$ cat config.mk
export PLATFORM = sky130hd
export DESIGN_NAME = cache_mem_arbiter_flat
export DESIGN_NICKNAME = d
export VERILOG_FILES = /design/src/rtl/cache_mem_arbiter_if.sv /design/src/rtl/cache_mem_arbiter.sv /design/src/flat_wrapper.sv
export SDC_FILE = /design/constraint.sdc
export NUM_CORES = 1
export LEC_CHECK = 0
export CAP_MARGIN = 40
export CORE_ASPECT_RATIO = 0.5
export CORE_MARGIN = 8
export CORE_UTILIZATION = 38
export CTS_BUF_LIST = sky130_fd_sc_hd__clkbuf_16
export CTS_CLUSTER_DIAMETER = 30
export DETAILED_ROUTE_END_ITERATION = 6
export HOLD_SLACK_MARGIN = 0.15
export PLACE_DENSITY_LB_ADDON = 0.25
export SLEW_MARGIN = 20
export SYNTH_ARGS = -nofsm -noshare
export SYNTH_HDL_FRONTEND = slang
export SYNTH_SLANG_ARGS = --single-unit
$ cat constraint.sdc
create_clock -name clk -period 2.45 [get_ports clk]
set_clock_uncertainty 0.1 [all_clocks]
set_input_delay 0.49 -clock clk [delete_from_list [all_inputs] [get_ports clk]]
set_output_delay 0.49 -clock clk [all_outputs]
set_load 0.01 [all_outputs]
$ cat src/rtl/cache_mem_arbiter_if.sv
// cache_mem_arbiter_if: requester, memory and status signals of the line arbiter
interface cache_mem_arbiter_if #(parameter int ADDR_WIDTH = 32);
  logic i_req;
  logic [ADDR_WIDTH-1:0] i_addr;
  logic [31:0] i_rdata;
  logic i_rvalid;
  logic i_done;
  logic d_req;
  logic d_we;
  logic [ADDR_WIDTH-1:0] d_addr;
  logic [31:0] d_wdata;
  logic d_wnext;
  logic [31:0] d_rdata;
  logic d_rvalid;
  logic d_done;
  logic mem_req;
  logic mem_we;
  logic [ADDR_WIDTH-1:0] mem_addr;
  logic [31:0] mem_wdata;
  logic [31:0] mem_rdata;
  logic mem_ack;
  logic busy;
  modport master (
    output i_req, i_addr, d_req, d_we, d_addr, d_wdata, mem_rdata, mem_ack,
    input  i_rdata, i_rvalid, i_done, d_wnext, d_rdata, d_rvalid, d_done,
           mem_req, mem_we, mem_addr, mem_wdata, busy
  );
  modport slave (
    input  i_req, i_addr, d_req, d_we, d_addr, d_wdata, mem_rdata, mem_ack,
    output i_rdata, i_rvalid, i_done, d_wnext, d_rdata, d_rvalid, d_done,
           mem_req, mem_we, mem_addr, mem_wdata, busy
  );
endinterface

$ cat src/rtl/cache_mem_arbiter.sv
// cache_mem_arbiter: round-robin I/D cache line burst arbiter onto one memory word port
module cache_mem_arbiter #(
  parameter int ADDR_WIDTH = 32,
  parameter int LINE_WORDS = 8
) (
  input logic clk,
  input logic rst,
  cache_mem_arbiter_if.slave bus
);
  localparam int CW = $clog2(LINE_WORDS);
  localparam logic [CW-1:0] LAST = CW'(LINE_WORDS - 1);
  localparam logic [ADDR_WIDTH-1:0] OFF_MASK = ADDR_WIDTH'(LINE_WORDS * 4 - 1);
  typedef enum logic [1:0] {IDLE, I_BURST, D_BURST, DONE} state_t;
  state_t state;
  logic [CW-1:0] cnt;
  logic [ADDR_WIDTH-1:0] base;
  logic we_q, owner, last_d;
  logic burst, grantD;
  assign burst = state == I_BURST || state == D_BURST;
  // last_d = 0 after reset, so D wins the first contention
  assign grantD = bus.d_req && (!bus.i_req || !last_d);
  assign bus.mem_req = burst;
  assign bus.mem_we = burst && we_q;
  assign bus.mem_addr = burst ? base + ADDR_WIDTH'({cnt, 2'b00}) : '0;
  assign bus.mem_wdata = burst ? bus.d_wdata : '0;
  assign bus.busy = state != IDLE;
  always_ff @(posedge clk or negedge rst)
    if (!rst) begin
      state <= IDLE;
      cnt <= '0;
      base <= '0;
      we_q <= 1'b0;
      owner <= 1'b0;
      last_d <= 1'b0;
      bus.i_rdata <= '0;
      bus.d_rdata <= '0;
      bus.i_rvalid <= 1'b0;
      bus.d_rvalid <= 1'b0;
      bus.d_wnext <= 1'b0;
      bus.i_done <= 1'b0;
      bus.d_done <= 1'b0;
    end else begin
      bus.i_rvalid <= 1'b0;
      bus.d_rvalid <= 1'b0;
      bus.d_wnext <= 1'b0;
      bus.i_done <= 1'b0;
      bus.d_done <= 1'b0;
      case (state)
        IDLE: if (bus.i_req || bus.d_req) begin
          owner <= grantD;
          we_q <= grantD && bus.d_we;
          base <= (grantD ? bus.d_addr : bus.i_addr) & ~OFF_MASK;
          cnt <= '0;
          state <= grantD ? D_BURST : I_BURST;
        end
        I_BURST, D_BURST: if (bus.mem_ack) begin
          cnt <= cnt + CW'(1);
          if (we_q) bus.d_wnext <= 1'b1;
          else if (owner) begin
            bus.d_rdata <= bus.mem_rdata;
            bus.d_rvalid <= 1'b1;
          end else begin
            bus.i_rdata <= bus.mem_rdata;
            bus.i_rvalid <= 1'b1;
          end
          // done strobes are registered here so they land in the DONE cycle
          if (cnt == LAST) begin
            state <= DONE;
            last_d <= owner;
            bus.i_done <= !owner;
            bus.d_done <= owner;
          end
        end
        default: state <= IDLE;
      endcase
    end
endmodule

$ cat src/flat_wrapper.sv
// flat-port wrapper written by rule: the top's interface ports become plain ports
module cache_mem_arbiter_flat 
#(
  parameter int ADDR_WIDTH = 32,
  parameter int LINE_WORDS = 8
)
  (clk, rst, bus_i_req, bus_i_addr, bus_d_req, bus_d_we, bus_d_addr, bus_d_wdata, bus_mem_rdata, bus_mem_ack, bus_i_rdata, bus_i_rvalid, bus_i_done, bus_d_wnext, bus_d_rdata, bus_d_rvalid, bus_d_done, bus_mem_req, bus_mem_we, bus_mem_addr, bus_mem_wdata, bus_busy);
  cache_mem_arbiter_if #(.ADDR_WIDTH(ADDR_WIDTH)) bus_i ();
  input logic clk;
  input logic rst;
  input wire logic [$bits(bus_i.i_req)-1:0] bus_i_req;
  input wire logic [$bits(bus_i.i_addr)-1:0] bus_i_addr;
  input wire logic [$bits(bus_i.d_req)-1:0] bus_d_req;
  input wire logic [$bits(bus_i.d_we)-1:0] bus_d_we;
  input wire logic [$bits(bus_i.d_addr)-1:0] bus_d_addr;
  input wire logic [$bits(bus_i.d_wdata)-1:0] bus_d_wdata;
  input wire logic [$bits(bus_i.mem_rdata)-1:0] bus_mem_rdata;
  input wire logic [$bits(bus_i.mem_ack)-1:0] bus_mem_ack;
  output wire logic [$bits(bus_i.i_rdata)-1:0] bus_i_rdata;
  output wire logic [$bits(bus_i.i_rvalid)-1:0] bus_i_rvalid;
  output wire logic [$bits(bus_i.i_done)-1:0] bus_i_done;
  output wire logic [$bits(bus_i.d_wnext)-1:0] bus_d_wnext;
  output wire logic [$bits(bus_i.d_rdata)-1:0] bus_d_rdata;
  output wire logic [$bits(bus_i.d_rvalid)-1:0] bus_d_rvalid;
  output wire logic [$bits(bus_i.d_done)-1:0] bus_d_done;
  output wire logic [$bits(bus_i.mem_req)-1:0] bus_mem_req;
  output wire logic [$bits(bus_i.mem_we)-1:0] bus_mem_we;
  output wire logic [$bits(bus_i.mem_addr)-1:0] bus_mem_addr;
  output wire logic [$bits(bus_i.mem_wdata)-1:0] bus_mem_wdata;
  output wire logic [$bits(bus_i.busy)-1:0] bus_busy;
  assign bus_i.i_req = bus_i_req;
  assign bus_i.i_addr = bus_i_addr;
  assign bus_i.d_req = bus_d_req;
  assign bus_i.d_we = bus_d_we;
  assign bus_i.d_addr = bus_d_addr;
  assign bus_i.d_wdata = bus_d_wdata;
  assign bus_i.mem_rdata = bus_mem_rdata;
  assign bus_i.mem_ack = bus_mem_ack;
  assign bus_i_rdata = bus_i.i_rdata;
  assign bus_i_rvalid = bus_i.i_rvalid;
  assign bus_i_done = bus_i.i_done;
  assign bus_d_wnext = bus_i.d_wnext;
  assign bus_d_rdata = bus_i.d_rdata;
  assign bus_d_rvalid = bus_i.d_rvalid;
  assign bus_d_done = bus_i.d_done;
  assign bus_mem_req = bus_i.mem_req;
  assign bus_mem_we = bus_i.mem_we;
  assign bus_mem_addr = bus_i.mem_addr;
  assign bus_mem_wdata = bus_i.mem_wdata;
  assign bus_busy = bus_i.busy;
  cache_mem_arbiter #(.ADDR_WIDTH(ADDR_WIDTH), .LINE_WORDS(LINE_WORDS)) u_core (.clk(clk), .rst(rst), .bus(bus_i));
endmodule
==> flow_summary_export.csv <==
group,metric,value,unit
cells_and_area,nNetsFinal,774,
clock_network,tritoncts,"yes",
die,num_rows,28,
place,gp_congestion,0.712,
sta,drv_slew,0,
critical_path,path_class,"flop to output pin",
yosys,netlist_instances,376,
sta,hold_viol_final,0,
yosys,yosysSeqAreaShare,0.558,
place,port_buffers,257,
cells_and_area,drive_above_1_share,0.159,
die,dieArea,16300,um2
cells_and_area,final_util,0.655,
place,dp.cells,786,
hold_path,hold_class,"flop to flop",
yosys,synth_cell_types,32,
routing,vias_per_cell,4.59,
sta,tns,0,ps
yosys,synth_area_per_cell,12.4,um2
place,dp_hpwl,10200,um
yosys,synth.ff_latch_count,104,
yosys,yosys_warnings,0,
sta,max_freq,418,MHz
critical_path,critPathRequiredTime,1860,ps
clock_network,clk_path_buf_depth,2,
critical_path,end_kind,"output pin",
die,fp.dieW,173,um
run_status,status,"completed",
critical_path,worstPathMaxFanout,23,
routing,drt_iter0_drc,133,
clock_network,clock-root-buffer,"clkbuf_16",
routing,wl,13300,um
power_and_ir_drop,peakVddDrop,0.000465,V
sta,setup_viol,0,
yosys,synth_area,4660,um2
clock_network,numCtsBuffers,9,
die,die_y,94.3,um
cells_and_area,stdcell_count,806,
run,drv_cap,0,
routing,post_drt_wl_per_cell,16.4,um
sta,post-route-period-util,0.977,
global_routing,grt_max_degree,42,
cells_and_area,diodes,0,
die,ioPinCount,270,
clock_network,clk_pin_slew_worst_paths,70,ps
clock_network,cts.sinks,104,
global_routing,overflow,0,
routing,first_pass_iters,4,
die,initial_core_util,0.393,
routing,vias,3703,
power_and_ir_drop,p_per_area,1130,nW/um2
sta,rsz0062_at_grt,"no",
global_routing,grt_pass1_wl,21300,um
cells_and_area,syn_to_final_growth,66.9,%
routing,drc,0,
clock_network,cts_max_level,3,
global_routing,track_usage,0.162,
sta,post-route-min-period,2390,ps
die,core,11900,um2
global_routing,grt_antenna_before_repair,0,
clock_network,clock_latency,340,ps
global_routing,grt_pass1_vias,4065,
routing,ant_nets,0,
critical_path,arrival,1800,ps
critical_path,start_kind,"flop",
power_and_ir_drop,p_leak,3.61,nW
==> worst paths after layout <==
| kind | from | endpoint | slack, ps | depth (start not counted) |
|---|---|---|---|---|
| max | u_core.state[0] | bus_mem_wdata[17] | 60 | 5 |
| min | u_core.base[26] | u_core.base[26] | 370 | 2 |
| max reg2reg | u_core.state[1] | u_core.bus.i_rdata[4] | 280 | 7 |
| min reg2reg | u_core.base[26] | u_core.base[26] | 370 | 2 |
| max in group asynchronous | rst | u_core.bus.i_rdata[28] | 1140 | 3 |
| min in group asynchronous | rst | u_core.bus.i_done | 540 | 2 |
==> timing repair <==
action,in CTS,in global routing
setup endpoints to repair,64,13
buffers inserted,0,2
hold buffers,1,0
hold endpoints to repair,31,0
cloned,1,0
resized for setup,66,7
==> layout make-up <==
class / count / area, um2
fillers: 951 / 4100
repair buffers: 273 / 2730
flip-flops and latches: 104 / 2600
clock inverters: 7 / 61.3
multi-input cells: 241 / 1930
inverters: 7 / 26.3
clock buffers: 9 / 225
well taps: 165 / 206
==> sequential cells by signal, indices dropped and copies added (netlist names), 2 cells and up <==
register and flops:
u_core.bus.i_rdata 32, u_core.bus.d_rdata 32, u_core.cnt 3, u_core.state 2, u_core.base 27
==> synthesized netlist by cell type, drive strengths merged <==
| cell type | n | share of area |
|---|---|---|
| nor3b | 1 | 0.0027 |
| nand2 | 28 | 0.023 |
| and2 | 64 | 0.086 |
| nand4b | 1 | 0.0032 |
| a211o | 1 | 0.0019 |
| nor3 | 2 | 0.0046 |
| a22o | 3 | 0.0056 |
| a21o | 1 | 0.0016 |
| and3 | 2 | 0.0027 |
| clkbuf | 9 | 0.0072 |
| ha | 4 | 0.011 |
| inv | 7 | 0.0056 |
| o21ai | 30 | 0.032 |
| o311ai | 1 | 0.0019 |
| nand3 | 1 | 0.0011 |
| mux2 | 65 | 0.16 |
| nor2 | 2 | 0.0016 |
| mux2i | 27 | 0.058 |
| buf | 16 | 0.023 |
| a32o | 1 | 0.0021 |
| dfrtp | 104 | 0.56 |
| o31ai | 1 | 0.0016 |
| a21boi | 2 | 0.0040 |
| a31oi | 1 | 0.0013 |
| o2111ai | 1 | 0.0019 |
| conb | 1 | 0.00080 |
==> cell families after synthesis <==
group,Yosys count,synth area share
DFF,104,0.558
and+or+nand+nor,101,0.125
muxes,92,0.215
AOI/OAI and AO/OA,42,0.0542
buffers and inverters,32,0.0362
adders and majority gates,4,0.0107
other,1,0.000804
==> report_power, final <==
part	leakage, nW	internal [W]	switching (W)	total, W
registers	1.27	0.00252	0.000398	0.00292
clock network	0.146	0.000714	0.000668	0.00138
logic	2.19	0.00264	0.00188	0.00452
==> placed cells by master, fill, tap and decap left out, types with 2 or more instances in the layout <==
cell / Yosys / final
nand2_1: 27 / 27
buf_12: 0 / 7
and2_1: 64 / 64
a22o_1: 3 / 3
o21ai_0: 30 / 29
dfrtp_1: 104 / 104
inv_6: 0 / 3
inv_1: 7 / 8
ha_1: 4 / 3
nor2_1: 2 / 2
buf_4: 4 / 8
clkdlybuf4s15_1: 0 / 7
inv_8: 0 / 2
clkdlybuf4s50_1: 0 / 192
conb_1: 1 / 2
and3_1: 2 / 2
mux2i_1: 27 / 27
dlygate4sd2_1: 0 / 57
clkbuf_16: 0 / 9
mux2_2: 64 / 64
==> through the flow <==
stage	setup WS, ps	hold WS, ps	power (W)	instance area [um2]
2_1_floorplan	314	94.4	0.00498	4670
3_5_place_dp	134	362	0.00772	7500
6_report	56.7	369	0.00882	7780
4_1_cts	45.2	378	0.00895	7760
3_3_place_gp	166	353	0.00760	7500
5_1_grt	1.91	401	0.00944	7780
==> worst max-delay path, stage by stage, from the launching register on <==
cell and delay (ps):
dfrtp_1 390, inv_1 110, ha_4 240, bufbuf_16 290, and2_1 150, dlygate4sd2_1 280
==> routing by layer <==
layer  wire length [um]  track usage
met5                  0            0
met3               1020       0.0658
met1               5000        0.173
met2               7130        0.301
met4                107       0.0338
Power figures use the tool's default switching activity.
